$ cat config.mk
export PLATFORM = sky130hd
export DESIGN_NAME = vga_timing_gen
export DESIGN_NICKNAME = d
export VERILOG_FILES = /design/src/rtl/vga_timing_pkg.sv /design/src/rtl/pix_tick_gen.sv /design/src/rtl/vga_timing_gen.sv
export SDC_FILE = /design/constraint.sdc
export NUM_CORES = 1
export LEC_CHECK = 0
export CAP_MARGIN = 40
export CORE_UTILIZATION = 52
export DETAILED_ROUTE_END_ITERATION = 8
export GPL_ROUTABILITY_DRIVEN = 0
export PLACE_DENSITY = 0.91
export SLEW_MARGIN = 20
export SYNTH_ARGS = -nofsm -noshare
export SYNTH_HDL_FRONTEND = slang
export SYNTH_SLANG_ARGS = --single-unit
$ cat constraint.sdc
create_clock -name sys_clk -period 3.3 [get_ports sys_clk]
set_clock_uncertainty 0.2 [all_clocks]
set_input_delay 0.66 -clock sys_clk [delete_from_list [all_inputs] [get_ports sys_clk]]
set_output_delay 0.66 -clock sys_clk [all_outputs]
set_load 0.02 [all_outputs]
$ cat src/rtl/vga_timing_pkg.sv
// VGA 640x480@60 timing constants and sync-window helper shared by the timing generator.
package vga_timing_pkg;

  localparam int unsigned H_VISIBLE = 640;
  localparam int unsigned H_FP      = 16;
  localparam int unsigned H_SYNC    = 96;
  localparam int unsigned H_BP      = 48;
  localparam int unsigned H_TOTAL   = H_VISIBLE + H_FP + H_SYNC + H_BP;

  localparam int unsigned V_VISIBLE = 480;
  localparam int unsigned V_FP      = 10;
  localparam int unsigned V_SYNC    = 2;
  localparam int unsigned V_BP      = 33;
  localparam int unsigned V_TOTAL   = V_VISIBLE + V_FP + V_SYNC + V_BP;

  localparam logic SYNC_ACTIVE = 1'b0;

  // Sync level for a scan position, active inside [start, start+len).
  function automatic logic sync_level(input int unsigned pos, input int unsigned start,
                                      input int unsigned len);
    return (pos >= start && pos < start + len) ? SYNC_ACTIVE : ~SYNC_ACTIVE;
  endfunction

endpackage

$ cat src/rtl/pix_tick_gen.sv
// Pixel-rate enable: one-cycle registered p_tick every CLK_DIV sys_clk cycles.
module pix_tick_gen #(
  parameter int unsigned CLK_DIV = 4
) (
  input  logic sys_clk,
  input  logic sys_rst_n,
  output logic p_tick
);

  localparam int unsigned DivW = (CLK_DIV > 1) ? $clog2(CLK_DIV) : 1;

  logic [DivW-1:0] r_div_cnt;
  logic            r_p_tick;
  logic            w_wrap;

  assign w_wrap = (r_div_cnt == DivW'(CLK_DIV - 1));

  always_ff @(posedge sys_clk or negedge sys_rst_n) begin
    if (!sys_rst_n) begin
      r_div_cnt <= '0;
      r_p_tick  <= 1'b0;
    end else begin
      r_div_cnt <= w_wrap ? '0 : r_div_cnt + DivW'(1);
      r_p_tick  <= w_wrap;
    end
  end

  assign p_tick = r_p_tick;

endmodule

$ cat src/rtl/vga_timing_gen.sv
// VGA 640x480@60 scan counters, registered timing outputs and sync delay line.
// Optional frame counter enabled by defining VGA_FRAME_CNT_EN.
module vga_timing_gen
  import vga_timing_pkg::*;
#(
  parameter int unsigned SCREEN_WIDTH = 10,
  parameter int unsigned CLK_DIV      = 4,
  parameter int unsigned SYNC_DELAY   = 1,
  parameter int unsigned FRAME_CNT_W  = 16
) (
  input  logic                    sys_clk,
  input  logic                    sys_rst_n,
  output logic                    p_tick,
  output logic [SCREEN_WIDTH-1:0] x,
  output logic [SCREEN_WIDTH-1:0] y,
  output logic                    video_on,
  output logic                    hsync,
  output logic                    vsync,
  output logic                    frame_start,
  output logic [FRAME_CNT_W-1:0]  frame_cnt
);

  localparam int unsigned Sw = SCREEN_WIDTH;

  logic          w_p_tick;
  logic [Sw-1:0] r_x, r_y;
  logic [Sw-1:0] w_x_nxt, w_y_nxt;
  logic          r_video_on, r_hs_raw, r_vs_raw, r_frame_start;
  logic          w_frame_start_nxt;

  pix_tick_gen #(
    .CLK_DIV (CLK_DIV)
  ) u_pix_tick_gen (
    .sys_clk   (sys_clk),
    .sys_rst_n (sys_rst_n),
    .p_tick    (w_p_tick)
  );

  always_comb begin
    w_x_nxt = r_x + Sw'(1);
    w_y_nxt = r_y;
    if (r_x == Sw'(H_TOTAL - 1)) begin
      w_x_nxt = '0;
      w_y_nxt = (r_y == Sw'(V_TOTAL - 1)) ? '0 : r_y + Sw'(1);
    end
  end

  assign w_frame_start_nxt = w_p_tick && (w_x_nxt == '0) && (w_y_nxt == '0);

  // Outputs derive from the next counter values so they change together with x/y.
  always_ff @(posedge sys_clk or negedge sys_rst_n) begin
    if (!sys_rst_n) begin
      r_x           <= Sw'(H_TOTAL - 1);
      r_y           <= Sw'(V_TOTAL - 1);
      r_video_on    <= 1'b0;
      r_hs_raw      <= ~SYNC_ACTIVE;
      r_vs_raw      <= ~SYNC_ACTIVE;
      r_frame_start <= 1'b0;
    end else begin
      r_frame_start <= w_frame_start_nxt;
      if (w_p_tick) begin
        r_x        <= w_x_nxt;
        r_y        <= w_y_nxt;
        r_video_on <= (w_x_nxt < Sw'(H_VISIBLE)) && (w_y_nxt < Sw'(V_VISIBLE));
        r_hs_raw   <= sync_level(32'(w_x_nxt), H_VISIBLE + H_FP, H_SYNC);
        r_vs_raw   <= sync_level(32'(w_y_nxt), V_VISIBLE + V_FP, V_SYNC);
      end
    end
  end

  if (SYNC_DELAY == 0) begin : g_no_dly
    assign hsync = r_hs_raw;
    assign vsync = r_vs_raw;
  end else begin : g_dly
    logic [SYNC_DELAY-1:0] r_hs_pipe, r_vs_pipe;

    always_ff @(posedge sys_clk or negedge sys_rst_n) begin
      if (!sys_rst_n) begin
        r_hs_pipe <= {SYNC_DELAY{~SYNC_ACTIVE}};
        r_vs_pipe <= {SYNC_DELAY{~SYNC_ACTIVE}};
      end else if (w_p_tick) begin
        r_hs_pipe[0] <= r_hs_raw;
        r_vs_pipe[0] <= r_vs_raw;
        for (int i = 1; i < int'(SYNC_DELAY); i++) begin
          r_hs_pipe[i] <= r_hs_pipe[i-1];
          r_vs_pipe[i] <= r_vs_pipe[i-1];
        end
      end
    end

    assign hsync = r_hs_pipe[SYNC_DELAY-1];
    assign vsync = r_vs_pipe[SYNC_DELAY-1];
  end

`ifdef VGA_FRAME_CNT_EN
  logic [FRAME_CNT_W-1:0] r_frame_cnt;

  always_ff @(posedge sys_clk or negedge sys_rst_n) begin
    if (!sys_rst_n) begin
      r_frame_cnt <= '0;
    end else if (w_frame_start_nxt) begin
      r_frame_cnt <= r_frame_cnt + FRAME_CNT_W'(1);
    end
  end

  assign frame_cnt = r_frame_cnt;
`else
  assign frame_cnt = '0;
`endif

  assign p_tick      = w_p_tick;
  assign x           = r_x;
  assign y           = r_y;
  assign video_on    = r_video_on;
  assign frame_start = r_frame_start;

endmodule
Word level (Yosys, flattened, before mapping)
Index checks and enable logic that the tools add are counted.
{"block": "totals", "word_cells": 35, "reg_bits": 29, "inputBits": 2, "out_inout_bits": 41}
{"block": "classes", "muxes": 6, "reduce_logical": 7, "addsub": 3, "eq_ne": 3, "order_cmp": 6}
{"operator": "10-bit two-way mux", "n": 3}
{"operator": "10-bit by 1-bit adder with 10-bit output, second input constant", "n": 2}
{"operator": "10-bit equality test, second input constant", "n": 2}
{"operator": "10-bit logical NOT", "n": 2}
{"operator": "10-bit < comparator, second input constant", "n": 2}
{"operator": "10-bit by 9-bit < comparator with 1-bit output, second input constant", "n": 2}
{"operator": "10-bit >= comparator, second input constant", "n": 1}
{"operator": "10-bit by 9-bit >= comparator with 1-bit output, second input constant", "n": 1}
{"operator": "1-bit logical AND", "n": 5}
{"operator": "2-bit by 1-bit adder with 2-bit output, second input constant", "n": 1}
{"operator": "2-bit equality test, second input constant", "n": 1}
{"operator": "1-bit two-way mux", "n": 2}
{"operator": "2-bit two-way mux", "n": 1}

Logic depth before layout (Yosys ltp)
Gate-level depths: netlist of the first run.
{"block": "depth", "ltp_word": 6, "mapped_depth": 10, "depth_no_buf": 8}

Hierarchy
From an unflattened synthesis of the first run, not the netlist that was laid out.
{"block": "unflattened", "hier_cells": 233, "hier_area_um2": 2050.7}
{"module": "vga_timing_gen", "cells_each": 228, "seq_area_each_um2": 668.1, "n_inst": 1, "area_per_inst_um2": 1959.4}
{"module": "pix_tick_gen", "cells_each": 5, "seq_area_each_um2": 75.1, "n_inst": 1, "area_per_inst_um2": 91.3}

Worst setup path after synthesis of the first run
No wires, ideal clock.
{"block": "synth_path", "kind": "reg2reg", "startpoint": "register r_x[0] (netlist: x[0])", "endpoint": "register r_frame_start (netlist: frame_start)", "arrival_ps": 2174, "stages_incl_launch_ff": 9, "t_required_ps": 3004, "setup_slack_ps": 830, "synth_period_minus_slack_ps": 2470, "setup_time_ps": 96, "path_buffers": 1, "cell_sequence": "dfstp_2 > ha_1 > and4_4 > buf_6 > nand3_2 > or2_1 > a221oi_2 > o211ai_1 > nor4_2"}
{"block": "synth_via", "elab_chain_len": 5, "elab_cells_between_ends": 8, "classes_between": "add/sub (1); eq/ne (1); mux (2); reduce/logical (4)"}
{"element": "from (decl)", "line_no": "vga_timing_gen.sv:26", "source": "logic [Sw-1:0] r_x, r_y;"}
{"element": "from (signal assigned)", "line_no": "vga_timing_gen.sv:53", "source": "r_x <= Sw'(H_TOTAL - 1);"}
{"element": "from (signal assigned)", "line_no": "vga_timing_gen.sv:62", "source": "r_x <= w_x_nxt;"}
{"element": "10-bit by 1-bit adder with 10-bit output / 10-bit equality test (equally long branches)", "line_no": "vga_timing_gen.sv:40, vga_timing_gen.sv:42"}
{"element": "10-bit two-way mux", "line_no": "vga_timing_gen.sv:42", "source": "if (r_x == Sw'(H_TOTAL - 1)) begin"}
{"element": "10-bit logical NOT", "line_no": "vga_timing_gen.sv:48", "source": "assign w_frame_start_nxt = w_p_tick && (w_x_nxt == '0) && (w_y_nxt == '0);"}
{"element": "1-bit logical AND", "line_no": "vga_timing_gen.sv:48"}
{"element": "1-bit logical AND (*)", "line_no": "vga_timing_gen.sv:48"}
{"element": "net w_frame_start_nxt", "line_no": "vga_timing_gen.sv:29", "source": "logic w_frame_start_nxt;"}
{"element": "to (signal assigned)", "line_no": "vga_timing_gen.sv:60", "source": "r_frame_start <= w_frame_start_nxt;"}
{"element": "to (decl)", "line_no": "vga_timing_gen.sv:28", "source": "logic r_video_on, r_hs_raw, r_vs_raw, r_frame_start;"}
Mark *: on every way through the listed nets, which the timed path passes. The rest lies on a longest branch.
A chain may end at the register's enable or synchronous reset.

Worst setup path after layout of the first run
Ends and elaborated chain as after synthesis.

==> summary.md, run 1 <==
| Metric | Value |
|---|---|
| Mean routed wirelength per cell | `15.1 um` |
| Antenna diodes | `0` |
| Final slew viol count | `0` |
| Post-Place Setup Slack | `541 ps` |
| Routed vias | `1848` |
| Antenna violations before repair | `0` |
| Clock Latency Late Sink | `290 ps` |
| YS warnings | `0` |
| Drt pass-1 iters | `5` |
| TritonCTS clock tree | `built` |
| Status | `finished, final reports clean` |
| Fin. Hold Viols | `0` |
| Number of synthesized flops with an enable pin | `0` |
| CP Class | `reg -> reg` |
| Worst Setup SP | `x[0]` |
| Post-CTS resize count | `0` |
| Drt drc | `0` |
| Post-synthesis cell count | `~250` |
| Layout area overhead | `12.4%` |
| Final non-filler cell total | `slightly above 300` |
| Initial Util | `0.564` |
| PortBufs | `26` |
| Clock sink count | `29` |
| Post-DP HPWL | `~3300 um` |
| Final min period | `~2800 ps` |
| FF-to-FF Start | `x[0]` |
| Setup crit start kind | `flip-flop` |
| Fill cells | `326` |
| Post-synth top flop | `dfrtp_1` |
| Placed cell count | `between 300 and 400` |
| Fmax | `356 MHz` |
| FFs w/ async S/R, synth | `1.00` |
| CP Max Fanout | `15` |
| Global-route wire length before repair | `7850 um` |
| Synth cell types | `56` |
| Cts hold-fix bufs | `0` |
| I/O pin total | `43` |
| Type of element capturing the critical path | `flip-flop` |
| Peak VDD IR | `0.220 mV` |
| Vias per inst | `5.98` |
| Setup WS post-layout | `489 ps` |
| Die X | `66.2 um` |
| Hold path depth | `1` |
| Max Cap Viol | `0` |
| Grt total ovfl | `0` |
| Largest net degree at the start of global routing | `30` |
| Layout cells sized above 1 | `0.149` |
| Max-Slew Margin vs Limit | `0.634` |
| Post-DRT Antenna Nets | `0` |
| Final net count | `about 270` |
| Die height | `about 66 um` |
| Critical Path AT | `about 2800 ps` |
| Vias in the first global route | `approximately 1600` |
| Post-synthesis sequential area ratio | `0.347` |
| Worst Max-Slew Pin Slew | `548 ps` |
| Yosys reg bits | `29` |
| Final setup TNS | `0 ps` |
| R2R setup slack | `490 ps` |
| CTS Buffer Depth | `2` |
| Post-synthesis cell area | `2140 sq um` |
| Setup Viol. Count Final | `0` |
| Final Power | `0.705 mW` |
| Site Rows | `22` |
| Syn Area/Cell | `~9 sq um` |
| CTS clk-pin slew, worst paths | `60 ps` |
| Total Wirelength | `4670 um` |
| Die area | `between 4000 and 5000 sq um` |
| Crit path required time | `3300 ps` |
| H-tree levels | `2` |
| TritonCTS Buffers | `5` |
| Post-CTS Setup Repair Bufs | `0` |
| Iter 0 DRT Violations | `roughly 160` |
| Worst reg2reg path endpoint | `frame_start` |
| Area of the core | `roughly 3800 sq um` |
| Final Cycle Share | `0.852` |
| Worst R2R Path Depth | `7` |
| Hold path startpoint | `u_pix_tick_gen.r_div_cnt[0]` |
| Crit path to | `frame_start` |
| Leakage | `0.930 nW` |
| Pwr Density | `between 200 and 300 nW/um^2` |
| CTS root buffer | `clkbuf_8` |
| RSZ-0062 raised after global routing | `no` |
| Worst Hold Class | `reg -> reg` |
| GRT Util Overall | `0.241` |
## worst max-delay path, cell delays in order, from the launching register on
cell and delay (ps):
dfstp_2 580, ha_1 260, and4_4 300, and3_1 470
o21ai_0 230, a221oi_2 320, o211ai_1 140, nor4_2 210
## area by class of cell
class,count,area [sq um],share of cell area
inverters,8,30.0,0.0125
well taps,48,60.1,0.0249
multi-input cells,188,1200,0.497
repair buffers,28,275,0.114
flip-flops and latches,29,743,0.309
clock buffers,7,96.3,0.0400
clock inverters,1,5.00,0.00208
## stage by stage
stage | hold slack (ps) | utilization | instance area, sq um
after floorplan | 164 | - | 2200
after global placement | 215 | 0.607 | 2310
after detailed placement | 225 | 0.607 | 2310
after CTS | 233 | 0.634 | 2410
after global routing | 257 | 0.634 | 2410
final | 225 | 0.634 | 2410
## power by group
part | switching (mW) | total [mW] | internal, mW
clock network | 0.136 | 0.324 | 0.188
logic | 0.0225 | 0.0243 | 0.00182
registers | 0 | 0.357 | 0.357
total | 0.159 | 0.705 | 0.546
## sequential cells by signal (all words and copies together), names as in the netlist
name	cells
r_vs_raw	1
u_pix_tick_gen.r_div_cnt	2
video_on	1
x	10
r_hs_raw	1
hsync	1
u_pix_tick_gen.p_tick	1
vsync	1
frame_start	1
y	10
## cell usage after synthesis, types with 6 or more instances
cell       n  share of area
a21oi_1   10          0.023
buf_2      6          0.014
buf_4     19          0.067
clkbuf_1   8          0.014
dfrtp_1   15           0.18
dfstp_2   14           0.17
inv_1      8          0.014
nand2_1   20          0.035
nand3_1   16          0.037
nor2_1    14          0.025
nor3_1     8          0.019
o21ai_0   17          0.040
xnor2_1   10          0.041
## logic make-up after synthesis
family | share of synthesized area
simple gates | 0.226
mux | 0.0356
xor+xnor | 0.0613
compound gates | 0.179
flops | 0.347
fa+ha+maj | 0.0292
buf+inv | 0.120
other cells | 0.00175
## metal layers
metal / up-vias / track usage / wire length, um
met1: 864 / 0.327 / 2040
met5: - / 0 / 0
met2: 99 / 0.352 / 2130
met3: 13 / 0.0776 / 395
met4: 0 / 0.0957 / 107
li1: 872 / - / -
## cells in the final DEF, fill, tap and decap left out, types with 4 or more instances in the layout
cell type | netlist | routed
clkdlybuf4s50_1 | 0 | 26
nand2_1 | 20 | 20
o21ai_0 | 17 | 17
nand3_1 | 16 | 16
conb_1 | 1 | 16
dfrtp_1 | 15 | 15
nor2_1 | 14 | 14
dfstp_2 | 14 | 14
xnor2_1 | 10 | 10
a21oi_1 | 10 | 10
inv_1 | 8 | 8
nor3_1 | 8 | 8
clkbuf_8 | 1 | 7
and3_1 | 5 | 5
xor2_1 | 5 | 5
mux2_2 | 5 | 5
ha_1 | 5 | 5
o211ai_1 | 4 | 4
o31ai_1 | 4 | 4
## how the worst min path moves through the flow
stage | slack (ps) | end
2_1_floorplan | 160 | frame_start
3_3_place_gp | 220 | u_pix_tick_gen.r_div_cnt[0]
3_5_place_dp | 230 | u_pix_tick_gen.r_div_cnt[0]
4_1_cts | 230 | u_pix_tick_gen.r_div_cnt[0]
5_1_grt | 260 | u_pix_tick_gen.r_div_cnt[0]
6_report | 230 | u_pix_tick_gen.r_div_cnt[0]
(Power assumes the default switching activity.)
==> run 2, diff against run 1 <==
CORE_ASPECT_RATIO = 1.1   (was not set)
CORE_UTILIZATION = 62   (was 52)
DONT_BUFFER_PORTS = 1   (was not set)
PLACE_DENSITY = 0.88   (was 0.91)
==> summary.md, run 2 (synthesis results as in run 1) <==
| Metric | Value |
|---|---|
| Pwr Density | `292 nW/um^2` |
| Drt pass-1 iters | `9` |
| Worst Hold Class | `reg -> reg` |
| Commonest non-fill, non-tap cell in the layout | `nand2_1` |
| Max-Slew Margin vs Limit | `0.601` |
| Post-DP HPWL | `3000 um` |
| Post-CTS Setup Repair Bufs | `0` |
| RSZ-0062 raised after global routing | `no` |
| Crit path required time | `3330 ps` |
| Mean routed wirelength per cell | `15.7 um` |
| TritonCTS Buffers | `5` |
| Grt total ovfl | `0` |
| Clock Latency Late Sink | `340 ps` |
| Setup Viol. Count Final | `0` |
| H-tree levels | `2` |
| Die height | `roughly 64 um` |
| Routed vias | `1761` |
| Setup crit start kind | `flip-flop` |
| Leakage | `about 0.85 nW` |
| Total Wirelength | `4500 um` |
| CP Class | `reg -> reg` |
| CTS Buffer Depth | `2` |
| I/O pin total | `43` |
| Global-route wire length before repair | `7420 um` |
| Placed cell count | `277` |
| FF-to-FF Start | `x[0]` |
| Fin. Hold Viols | `0` |
| Status | `finished, violations left` |
| Site Rows | `22` |
| CTS root buffer | `clkbuf_4` |
| Final setup TNS | `0 ps` |
| Final min period | `2850 ps` |
| Post-DRT Antenna Nets | `0` |
| Final slew viol count | `0` |
| Layout cells sized above 1 | `0.176` |
| Hold endpoint | `u_pix_tick_gen.r_div_cnt[0]` |
| Vias in the first global route | `1541` |
| Crit path buf inv count | `0` |
| R2R setup slack | `450 ps` |
| Iter 0 DRT Violations | `102` |
| Max Cap Viol | `0` |
| Clock sink count | `29` |
| Worst R2R Path Depth | `7` |
| Layout area overhead | `0.876%` |
| Final net count | `around 250` |
| CP Max Fanout | `15` |
| Hold path depth | `1` |
| CTS clk-pin slew, worst paths | `90 ps` |
| Drt drc | `3` |
| Vias per inst | `6.14` |
| Critical Path AT | `2890 ps` |
| Area of the core | `3330 sq um` |
| Antenna violations before repair | `0` |
| Final non-filler cell total | `around 290` |
| Peak VDD IR | `0.206 mV` |
| Critical Path, Cell by Cell | `ha_1 > and4_4 > and3_1 > o21ai_0 > a221oi_2 > o211ai_1 > nor4_2` |
| PortBufs | `0` |
| Hold path startpoint | `u_pix_tick_gen.r_div_cnt[0]` |
| Worst Max-Slew Pin Slew | `595 ps` |
| GRT Util Overall | `0.264` |
| Worst reg2reg path endpoint | `frame_start` |
| Commonest non-fill, non-tap cells in the layout | `20 x nand2_1, 17 x o21ai_0, 16 x nand3_1, 16 x conb_1, 15 x dfrtp_1` |
| TritonCTS clock tree | `built` |
| Final Cycle Share | `0.865` |
| Initial Util | `0.643` |
| Failing checks | `design-rule violations` |
| Worst path depth | `7` |
| Die X | `58.0 um` |
| Slowest-stage cell, CP | `dfstp_2` |
| Die area | `3690 sq um` |
| Largest net degree at the start of global routing | `30` |
| Antenna diodes | `0` |
| Type of element capturing the critical path | `flip-flop` |
| Highest cell delay on the worst timing path | `approximately 640 ps` |
| Fill cells | `about 280` |
| Fmax | `around 350 MHz` |
| Largest delay share family, worst path | `simple AND/OR/NAND/NOR gates` |
-- run 2: cell type report --
cell class | instances | area (sq um) | area share
repair buffers | 6 | 60.1 | 0.0278
clock inverters | 1 | 5.00 | 0.00232
multi-input cells | 188 | 1200 | 0.554
inverters | 8 | 30.0 | 0.0139
well taps | 48 | 60.1 | 0.0278
clock buffers | 7 | 65.1 | 0.0301
flip-flops and latches | 29 | 743 | 0.344
-- run 2: what timing repair did --
| action | CTS | global route |
|---|---|---|
| endpoints found under the hold margin | 29 | 0 |
| endpoints found under the setup margin | 0 | 0 |
| gates resized for setup | 0 | 0 |
| hold buffers | 2 | 0 |
-- run 2: worst max path at each step --
stage | to | start
5_1_grt | frame_start | x[1]
3_3_place_gp | frame_start | x[0]
6_report | frame_start | x[0]
2_1_floorplan | frame_start | x[0]
3_5_place_dp | frame_start | x[0]
4_1_cts | frame_start | x[0]
-- run 2: layer usage --
layer / global-route usage / routed length, um / share of wire
met5: 0 / 0 / 0
met4: 0.110 / 100 / 0.022
met3: 0.0760 / 413 / 0.092
met2: 0.385 / 2060 / 0.46
met1: 0.363 / 1920 / 0.43
-- run 2: report_power, final --
part	switching (mW)	total (mW)	leakage (nW)	internal, mW
registers	0	0.356	0.346	0.356
logic	0.0229	0.0261	0.461	0.00321
clock network	0.125	0.248	0.0413	0.123
total	0.148	0.630	0.848	0.482
-- run 2: stage by stage --
stage / power [mW] / area, sq um / hold WS, ps / setup slack (ps) / utilization
2_1_floorplan: 0.393 / 2200 / 164 / 830 / -
5_1_grt: 0.653 / 2160 / 272 / 301 / 0.649
3_5_place_dp: 0.378 / 2060 / 165 / 482 / 0.619
3_3_place_gp: 0.378 / 2060 / 165 / 591 / 0.619
4_1_cts: 0.634 / 2160 / 236 / 448 / 0.649
6_report: 0.630 / 2160 / 234 / 446 / 0.649
==> variant: new RTL, settings of run 1 <==
Change the parameter `FRAME_CNT_W` from 16 to 14.
--- a/src/rtl/vga_timing_gen.sv
+++ b/src/rtl/vga_timing_gen.sv
@@ -8,3 +8,3 @@
   parameter int unsigned SYNC_DELAY   = 1,
-  parameter int unsigned FRAME_CNT_W  = 16
+  parameter int unsigned FRAME_CNT_W  = 14
 ) (
Interface: changed (resized frame_cnt); port bits go from 43 to 41. No check against the original RTL was run, so the function may have changed too.
==> variant against run 1 <==
- total power down 3.4%
- area after synthesis down 0.70%
- sequential cell count unchanged
- final area down 0.78%
- non-clock buffer count unchanged
- wire length down 3.0%
- worst setup slack better by 0.025 ns
- via count down 1.0%
==> variant: results (changes against run 1) <==
| Metric | Value |
|---|---|
| Initial DRC count | `136 (-16%)` |
| Startpoint types | `register` |
| Filler cell count in the final layout | `313 (-4.0%)` |
| Seq. pwr | `0.357 mW (about the same)` |
| WL met3 | `407 um (+3.0%)` |
| Worst hold path type | `register to register` |
| Comb power | `0.0222 mW (-8.6%)` |
| First-pass GRT wire length | `7.67 mm (-2.3%)` |
| FFs w/ async S/R, synth | `100% (unchanged)` |
| Max Fclk | `0.359 GHz (+0.91%)` |
| Synth Instances | `243 (-0.82%)` |
| Pre-CTS setup slack | `0.558 ns (+0.0175 ns)` |
| Max-slew headroom | `64.5% (+1.0 points)` |
| Synth area leaders | `dfrtp_1 (18%), dfstp_2 (17%), buf_4 (6.0%)` |
| Routed WL | `4.53 mm (-3.0%)` |
| Detail Placement HPWL | `3.23 mm (-0.83%)` |
| Ranking of synthesized cells by instance count | `nand2_1 (20), buf_4 (17), o21ai_0 (17)` |
| Netlist cell types | `56 (unchanged)` |
| Post-CTS setup buffers | `0 (unchanged)` |
| Number of global-route vias before repair | `1634 (+0.99%)` |
| CP Capture Type | `register` |
| H-tree levels | `2 (unchanged)` |
| Total track usage | `23.4% (-0.64 points)` |
| Delay of the slowest critical-path stage | `just under 0.6 ns` |
| Hold WS | `0.227 ns (+0.00173 ns)` |
| Initial antenna violation count | `0 (unchanged)` |
| Yosys top cell area share | `17.6% (+0.12 points)` |
| Flop pwr share | `52.4% (+1.8 points)` |
| Crit-path leading delay family | `simple AND/OR/NAND/NOR gates` |
| Status | `finished, final reports clean` |
| Placed inst area | `0.00230 mm2 (-0.33%)` |
| Hold_sp | `u_pix_tick_gen.r_div_cnt[0]` |
| Max layer used | `met4` |
| Reg-to-reg setup timing slack | `0.51 ns (+0.03 ns)` |
| Arr. time, crit path | `2.78 ns (-0.03 ns)` |
| Post-synth EDFFs | `0 (unchanged)` |
| Met2 WL | `2.01 mm (-5.2%)` |
| Cell chosen for the clock root | `clkbuf_8` |
| TritonCTS Buffers | `5 (unchanged)` |
| Sequential area share after synthesis | `34.9% (+0.24 points)` |
| Capturing point of the worst reg2reg path | `frame_start` |
| Layout net count | `265 (-0.75%)` |
| Post-Layout Cell Count | `307 (-0.65%)` |
| Peak VDD IR | `0.254 mV (+15%)` |
| Placed Instances | `299 (-0.66%)` |
| FF-to-FF path depth | `7 (unchanged)` |
| Met1 WL | `2.02 mm (-1.1%)` |
| Drt pass-1 iters | `4 (-1)` |
| Vias | `1829 (-1.0%)` |
| Share of cells above drive strength 1 | `14.3% (-0.66 points)` |
| Antenna cells | `0 (unchanged)` |
| CP max FO | `15 (unchanged)` |
| Leakage | `0.915 nW (-1.6%)` |
| Sw Pwr | `0.153 mW (-3.6%)` |
## variant: layout make-up
| cell class | instances | area share [%] |
|---|---|---|
| multi-input combinational | 186 | 49.8 |
| sequential | 29 | 31.1 |
| timing repair buffer | 28 | 11.5 |
| clock buffer | 8 | 3.77 |
| tap | 48 | 2.51 |
| inverter | 8 | 1.26 |
## variant: layer usage
layer  global-route usage (%)  vias to the layer above
met5                        0                        -
met4                     12.2                        0
met3                     6.03                        9
met2                     32.9                      103
met1                     32.7                      847
li1                         -                      870
## variant: logic make-up (layout without fill, tap and decap cells)
| family | count (synthesis) | in the layout | share of synthesized area, % |
|---|---|---|---|
| other cells | 1 | 14 | 0.176 |
| flops | 29 | 29 | 34.9 |
| mux | 7 | 7 | 3.59 |
| simple gates | 87 | 87 | 22.8 |
| buf+inv | 41 | 44 | 11.4 |
| fa+ha+maj | 5 | 5 | 2.94 |
| xor+xnor | 15 | 15 | 6.18 |
| compound gates | 58 | 58 | 18.0 |
